**src/rtl/sum4_stream_ctrl_pkg.sv**
```systemverilog
// Shared definitions for the four-sample running-sum stream controller.
// Holds the FSM state encoding and the default widths.
package sum4_stream_ctrl_pkg;

  localparam int DATA_W_DEF = 8;
  localparam int LEN_W_DEF  = 4;
  localparam int SUM_W      = DATA_W_DEF + 2;

  typedef logic [1:0] state_t;

  localparam state_t ST_IDLE = 2'd0;
  localparam state_t ST_RUN  = 2'd1;
  localparam state_t ST_DONE = 2'd2;

endpackage

```
**src/rtl/sum4_stream_ctrl_window.sv**
```systemverilog
// Sliding four-sample window: a three-deep history plus the incoming sample,
// summed into a registered result that only moves when a sample is shifted in.
module window_sum4 #(
  parameter int DATA_W = 8,
  parameter int SUM_W  = DATA_W + 2
) (
  input  logic              clk,
  input  logic              reset,
  input  logic              clear,
  input  logic              shift_en,
  input  logic [DATA_W-1:0] din,
  output logic [SUM_W-1:0]  sum
);

  logic [DATA_W-1:0] h0_r;
  logic [DATA_W-1:0] h1_r;
  logic [DATA_W-1:0] h2_r;
  logic [SUM_W-1:0]  sum_r;
  logic [SUM_W-1:0]  add_s;

  // Full-width sum of the new sample and the three previous ones
  always_comb begin
    add_s = SUM_W'(din) + SUM_W'(h0_r) + SUM_W'(h1_r) + SUM_W'(h2_r);
  end

  // History shift/clear; the sum is left alone by clear so it holds across jobs
  always_ff @(posedge clk) begin
    if (reset) begin
      h0_r  <= '0;
      h1_r  <= '0;
      h2_r  <= '0;
      sum_r <= '0;
    end else begin
      if (clear) begin
        h0_r <= '0;
        h1_r <= '0;
        h2_r <= '0;
      end else if (shift_en) begin
        h2_r <= h1_r;
        h1_r <= h0_r;
        h0_r <= din;
      end
      if (shift_en) begin
        sum_r <= add_s;
      end
    end
  end

  assign sum = sum_r;

endmodule

```
**src/rtl/sum4_stream_ctrl.sv**
```systemverilog
// Job controller: accepts a length, streams that many samples through the
// four-sample window and pulses done when the last sample lands.
module sum4_stream_ctrl
  import sum4_stream_ctrl_pkg::*;
#(
  parameter int DATA_W = DATA_W_DEF,
  parameter int LEN_W  = LEN_W_DEF
) (
  input  logic              clk,
  input  logic              reset,
  input  logic              start,
  input  logic [LEN_W-1:0]  len,
  input  logic              in_valid,
  input  logic [DATA_W-1:0] in_data,
  output logic              in_ready,
  output logic              out_valid,
  output logic [DATA_W+1:0] out_sum,
  output logic              busy,
  output logic              done
);

  localparam int OUT_W = DATA_W + 2;

  state_t           state_r;
  state_t           state_nxt_s;
  logic [LEN_W-1:0] len_r;
  logic [LEN_W-1:0] cnt_r;
  logic             out_valid_r;
  logic             done_r;
  logic             start_ok_s;
  logic             accept_s;
  logic             last_s;

  // Handshake decode; a zero-length request never leaves IDLE
  always_comb begin
    start_ok_s = (state_r == ST_IDLE) && start && (len != {LEN_W{1'b0}});
    accept_s   = (state_r == ST_RUN) && in_valid;
    last_s     = accept_s && (cnt_r == (len_r - LEN_W'(1)));
  end

  // Next-state logic
  always_comb begin
    state_nxt_s = state_r;
    case (state_r)
      ST_IDLE: begin
        if (start_ok_s) state_nxt_s = ST_RUN;
        else            state_nxt_s = ST_IDLE;
      end
      ST_RUN: begin
        if (last_s) state_nxt_s = ST_DONE;
        else        state_nxt_s = ST_RUN;
      end
      ST_DONE: state_nxt_s = ST_IDLE;
      default: state_nxt_s = ST_IDLE;
    endcase
  end

  // State, job length capture, sample counter and output pulses
  always_ff @(posedge clk) begin
    if (reset) begin
      state_r     <= ST_IDLE;
      len_r       <= '0;
      cnt_r       <= '0;
      out_valid_r <= 1'b0;
      done_r      <= 1'b0;
    end else begin
      state_r     <= state_nxt_s;
      out_valid_r <= accept_s;
      done_r      <= last_s;
      if (start_ok_s) begin
        len_r <= len;
        cnt_r <= '0;
      end else if (accept_s) begin
        cnt_r <= cnt_r + LEN_W'(1);
      end
    end
  end

  window_sum4 #(
    .DATA_W (DATA_W),
    .SUM_W  (OUT_W)
  ) u_window (
    .clk      (clk),
    .reset    (reset),
    .clear    (start_ok_s),
    .shift_en (accept_s),
    .din      (in_data),
    .sum      (out_sum)
  );

  assign in_ready  = (state_r == ST_RUN);
  assign busy      = (state_r != ST_IDLE);
  assign out_valid = out_valid_r;
  assign done      = done_r;

endmodule

```
**config.mk**
```make
export PLATFORM = sky130hd
export DESIGN_NAME = sum4_stream_ctrl
export DESIGN_NICKNAME = d
export VERILOG_FILES = /design/src/rtl/sum4_stream_ctrl_pkg.sv /design/src/rtl/sum4_stream_ctrl_window.sv /design/src/rtl/sum4_stream_ctrl.sv
export SDC_FILE = /design/constraint.sdc
export NUM_CORES = 1
export LEC_CHECK = 0
export CAP_MARGIN = 25
export CORE_UTILIZATION = 25
export CTS_CLUSTER_SIZE = 25
export DETAILED_ROUTE_END_ITERATION = 8
export GPL_TIMING_DRIVEN = 0
export MAX_ROUTING_LAYER = met4
export PLACE_DENSITY = 0.49
export SETUP_SLACK_MARGIN = 0.4
export SLEW_MARGIN = 20
export SYNTH_ARGS = -nofsm -noshare
export SYNTH_HDL_FRONTEND = slang
export SYNTH_SLANG_ARGS = --single-unit
```
**constraint.sdc**
```tcl
create_clock -name clk -period 4.2 [get_ports clk]
set_clock_uncertainty 0.2 [all_clocks]
set_input_delay 0.42 -clock clk [delete_from_list [all_inputs] [get_ports clk]]
set_output_delay 0.42 -clock clk [all_outputs]
set_load 0.005 [all_outputs]
```
### Yosys cells after proc, flatten, opt, wreduce, memory -nomap -nowiden

Index checks and enable logic that the tools add are counted.
W data, S select, Z words.

* register bits after elaboration: 46
* latch bits: 0
* memories kept: 0
* output and inout port bits: 14
* memory bits (read-only): 0
* bits in writable memories: 0

* bitwise logic cells: 0
* order comparisons: 0
* equal/unequal tests: 2
* $mul: 0
* reductions and logical operators: 8
* add/subtract/negate cells: 5
* divide/modulo/power cells: 0
* shift operators: 0
* multiplexer cells: 3

Operators by type and width (count)
* $add A10 B8 Y10: 2
* $add A8 B8 Y9: 1
* $add A4 B1 Y4 const B: 1
* $eq A4 B4 Y1: 1
* $logic_and A1 B1 Y1: 4
* $pmux W2 S2: 1
* $reduce_bool A4 Y1: 1
* $sub A4 B1 Y4 const B: 1
* $eq A2 B1 Y1 const B: 1
* $logic_not A2 Y1: 1
* $mux W2: 1
* $reduce_bool A2 Y1: 1
* $reduce_or A2 Y1: 1
* $mux W1: 1

### Longest topological paths before layout

* depth in word-level cells: 5
* depth in mapped cells: 16
* mapped depth without buffers: 16

### Cells and area by module

From an unflattened synthesis, not the netlist that was laid out.

* cell total of the unflattened synthesis: 264
* area, all modules: 2553.7 um^2

Modules (own cells, without submodules)
* window_sum4: cells an instance 205, instances 1, area each 1999.4 um^2, sequential area each 680.7 um^2
* sum4_stream_ctrl: cells an instance 59, instances 1, area each 554.3 um^2, sequential area each 240.2 um^2

### Worst setup path after synthesis

OpenSTA, ideal clock, no wires.

* kind: input-to-reg
* start point: input in_data[0]
* end point: register u_window.sum_r[9], in the netlist u_window.sum[9]
* arrival: 3222 ps
* setup time: 127 ps
* required time: 3873 ps
* cell stages on the path: 16
* slack: 651 ps
* cells stage by stage: ha_1 -> inv_1 -> fa_1 -> nor2b_1 -> o21ai_1 -> a21boi_0 -> o21ai_0 -> a21o_1 -> fa_1 -> inv_1 -> ha_1 -> nor2_1 -> a211oi_2 -> o21ai_0 -> nor4b_1 -> nor3_1

* longest elaborated chain between the ends: 3

RTL lines
* start, declared: line sum4_stream_ctrl.sv:14 `input logic [DATA_W-1:0] in_data,`
* $add A8 B8 Y9: line sum4_stream_ctrl_window.sv:23 `add_s = SUM_W'(din) + SUM_W'(h0_r) + SUM_W'(h1_r) + SUM_W'(h2_r);`
* $add A10 B8 Y10 (2 in a row): line sum4_stream_ctrl_window.sv:23
* end signal, assigned: line sum4_stream_ctrl_window.sv:44 `sum_r <= add_s;`
* end, declared: line sum4_stream_ctrl_window.sv:18 `logic [SUM_W-1:0] sum_r;`

Every way passes these cells.
A chain may end at the register's enable or synchronous reset.

### Worst setup path after layout

* start point: input in_data[2]
* end point: register u_window.sum_r[9], in the netlist u_window.sum[9]

The elaborated chain is that of the path after synthesis.

==> run_results.csv <==
group,metric,value,unit
layout,instances_no_fill,494,
synthesis,netlist_instances,323,
place,dp.cells,487,
sta,slew_viol_final,0,
setup_path,cp_slowest_stage_delay,480,ps
place,gp_congestion,0.769,
place,place_ws,-260,ps
sta,fmax,278,MHz
sta,slew_headroom,61.1,%
worst_hold_path,holdPathStages,3,
setup_path,reg2reg_from,"u_window.h0_r[0]$_SDFFE_PP0P_",
power,vdd_ir_drop_max,117,uV
global_route,antenna_found_initial,0,
power,total_power,0.874,mW
global_route,track_usage,12.0,%
power,switching_share,27.8,%
synthesis,yosysWarnings,0,
detailed_routing,route.detailed.drc,0,
synthesis,synth_nets,367,
flow_run,drv_cap,0,
synthesis,synthAdderAreaFrac,16.1,%
setup_path,worstPathArrival,3630,ps
setup_path,path_max_fanout,5,
layout,syn2layout_area_growth,21.7,%
synthesis,synth_xor_area_share,4.98,%
cts,cts_sinks,46,
cts,clockBufferDepth,2,
setup_path,cp_slowest_cell,"fa_1",
power,p_comb_share,17.5,%
sta,fin_hold_ws,221,ps
detailed_routing,ant_nets,0,
power,leakage,1.26,nW
sta,worstMarginPinSlew,583,ps
place,numPortBuffers,28,
cts,insertion_delay,290,ps
setup_path,cp.required,4230,ps
sta,period_needed,3600,ps
setup_path,cp-start-kind,"input port",
setup_path,cpLargestDelayFamily,"adder cells",
detailed_routing,drtIter0Drc,74,
sta,worst_slack,599,ps
synthesis,seq_area_frac_synth,34.9,%
cts,cts_buffers,5,
setup_path,crit_chain,"clkdlybuf4s50_1, ha_1, nor2b_2, o21ai_2, a21boi_2, o311a_1, a21o_1, fa_1, inv_1, ha_4, nor2_2, a211oi_2, o21ai_1, nor4b_2, nor3_1",
setup_path,timing.rr.end,"u_window.sum[9]$_SDFFE_PP0P_",
setup_path,r2r_slack,750,ps
power,power.switching,0.243,mW
layout,layout_commonest_cell,"nand2_1",
worst_hold_path,hp-class,"in2reg",
power,p_clk_share,30.4,%
place,dp_hpwl,4460,microns
detailed_routing,first_pass_iters,4,
setup_path,reg2regPathDepth,16,
layout,nets,402,
synthesis,synth_cell_types,41,
synthesis,muxShareOfSynthArea,0.758,%
synthesis,syn_area_per_cell,8.17,sq um
global_route,gr-total-overflow,0,
synthesis,synth-simple-area-share,19.3,%
detailed_routing,wl,5970,microns
die,fp.dieW,105,microns
setup_path,crit_type,"in2reg",
global_route,grt_start_max_net_pins,14,
global_route,first_global_vias,2114,
worst_hold_path,hp-start,"in_data[0]",
sta,fin_crit_sh,85.7,%
die,fp-row-count,37,
synthesis,synth_top_family_by_area,"simple AND/OR/NAND/NOR gates",
synthesis,synth-seq-cells,46,
die,initial_utilization,25.7,%
cts,clkTransAtPathRegs,90,ps
die,core_area,0.0103,sq mm
sta,hold_viol,0,
cts,cts_root_buffer,"clkbuf_8",
power,p_seq_share,52.0,%
die,die_y,105,microns
die,dieArea,0.0110,sq mm
cts,cts_setup_buffers,0,
detailed_routing,dr_total_vias,2098,
layout,drive_gt1_share,9.50,%
detailed_routing,wire_per_inst,12.1,microns
power,intPower,0.630,mW
synthesis,syn-cell-area,0.00264,sq mm
layout,mostFrequentLayoutCells,"66 x nand2_1, 46 x dfxtp_1, 39 x a21oi_1",
setup_path,crit_buf_inv,2,
sta,rsz0062_at_grt,"false",
layout,diodes,0,
power,power_density,272,mW/mm^2
cts,htreeDepth,2,
sta,finalSetupViolCount,0,
die,io_pins,30,
detailed_routing,routed_via_density,4.25,
synthesis,synth-compound-area-share,15.6,%
global_route,grt_pass1_wl,10100,microns
cts,cts_tree,"built",
setup_path,endpoint_kind,"flop",
worst_hold_path,worstHoldEndpoint,"u_window.h0_r[0]$_SDFFE_PP0P_",
run_status,status,"complete, no violations",
[cells by family (layout without fill, tap and decap cells)]
| group | Yosys count | count (layout) |
|---|---|---|
| compound gates | 67 | 67 |
| xor+xnor | 15 | 15 |
| fa+ha+maj | 28 | 28 |
| buf+inv | 50 | 85 |
| flops | 46 | 46 |
| mux | 2 | 2 |
| simple gates | 115 | 115 |
[registers in the layout, summed over array words and instances (netlist names)]
register and flops:
cnt_r 4, done 1, len_r 4, out_valid 1, state_r 2, u_window.h0_r 8, u_window.h1_r 8, u_window.h2_r 8
u_window.sum 10
[how the worst max path moves through the flow]
stage,end,cells past startpoint,from
floorplan,u_window.sum[9]$_SDFFE_PP0P_,16,in_data[0]
detailed placement,u_window.sum[9]$_SDFFE_PP0P_,17,in_data[0]
CTS,u_window.sum[9]$_SDFFE_PP0P_,17,in_data[0]
global route,u_window.sum[9]$_SDFFE_PP0P_,16,in_data[1]
finish,u_window.sum[9]$_SDFFE_PP0P_,15,in_data[2]
global placement,u_window.sum[9]$_SDFFE_PP0P_,17,in_data[0]
[cell usage after synthesis]
cell / count / share of area, %
buf_2: 2 / 0.38
nor2b_1: 1 / 0.24
a31oi_1: 3 / 0.71
nand4_1: 3 / 0.71
o21ai_2: 1 / 0.33
or3_1: 3 / 0.71
a21oi_1: 39 / 7.4
o311a_1: 1 / 0.38
o21ai_1: 2 / 0.38
mux2i_1: 2 / 0.76
nand2b_1: 3 / 0.71
nor4_2: 1 / 0.47
a211oi_1: 2 / 0.57
nand2_1: 66 / 9.4
buf_6: 1 / 0.43
o21a_1: 1 / 0.28
ha_1: 18 / 8.5
xor2_1: 7 / 2.3
xnor2_1: 8 / 2.7
nor3_1: 7 / 1.3
a2111oi_2: 1 / 0.57
o21bai_2: 1 / 0.43
and2_1: 1 / 0.24
a21o_1: 3 / 0.85
buf_4: 6 / 1.7
clkbuf_1: 3 / 0.43
fa_1: 10 / 7.6
inv_1: 38 / 5.4
o211ai_1: 2 / 0.57
a22o_1: 2 / 0.66
nand3_1: 2 / 0.38
a21o_2: 1 / 0.33
or2_2: 1 / 0.24
o21ai_0: 5 / 0.95
dfxtp_1: 46 / 35
nor2_1: 21 / 3.0
a211oi_2: 2 / 0.95
nor4b_1: 2 / 0.66
a21boi_0: 1 / 0.28
nor2b_4: 1 / 0.52
and3_1: 3 / 0.71
[power by group through the flow]
stage,sequential (mW),combinational [mW],clock (mW)
finish,0.454,0.153,0.266
global route,0.457,0.172,0.292
CTS,0.455,0.154,0.272
detailed placement,0.465,0.151,0
global placement,0.465,0.151,0
floorplan,0.464,0.0949,0
[through the flow]
stage | area (sq um) | utilization [%] | setup TNS [ps]
detailed placement | 3090 | 30.1 | -402
floorplan | 2640 | - | 0
global route | 3210 | 31.3 | 0
finish | 3210 | 31.3 | 0
CTS | 3190 | 31.0 | 0
global placement | 3090 | 30.1 | -492
[worst min-delay path, delay by kind of cell]
family / cells / cell delay, ps
buf+inv: 1 / 140
simple gates: 1 / 60
compound gates: 1 / 50
[repair_timing]
item / CTS / global route
hold endpoints to repair: 0 / 0
hold buffers: 0 / 0
gates resized for setup: 6 / 7
setup endpoints to repair: 3 / 3
pin swaps: 3 / 7
[layout make-up]
class                   instances  area (sq um)
clock buffers                   5          68.8
well taps                     136           170
repair buffers                 28           283
clock inverters                 2          10.0
plain buffers                  12          77.6
flip-flops and latches         46           921
multi-input cells             227          1540
inverters                      38           143
fillers                      1134          7070
[metal layers]
metal	up-vias	global-route usage (%)	wire [microns]
li1	1127	-	-
met1	933	15.4	3020
met2	36	19.5	2680
met3	2	1.93	229
met4	0	3.02	42
met5	-	-	0
(Power assumes the default switching activity.)
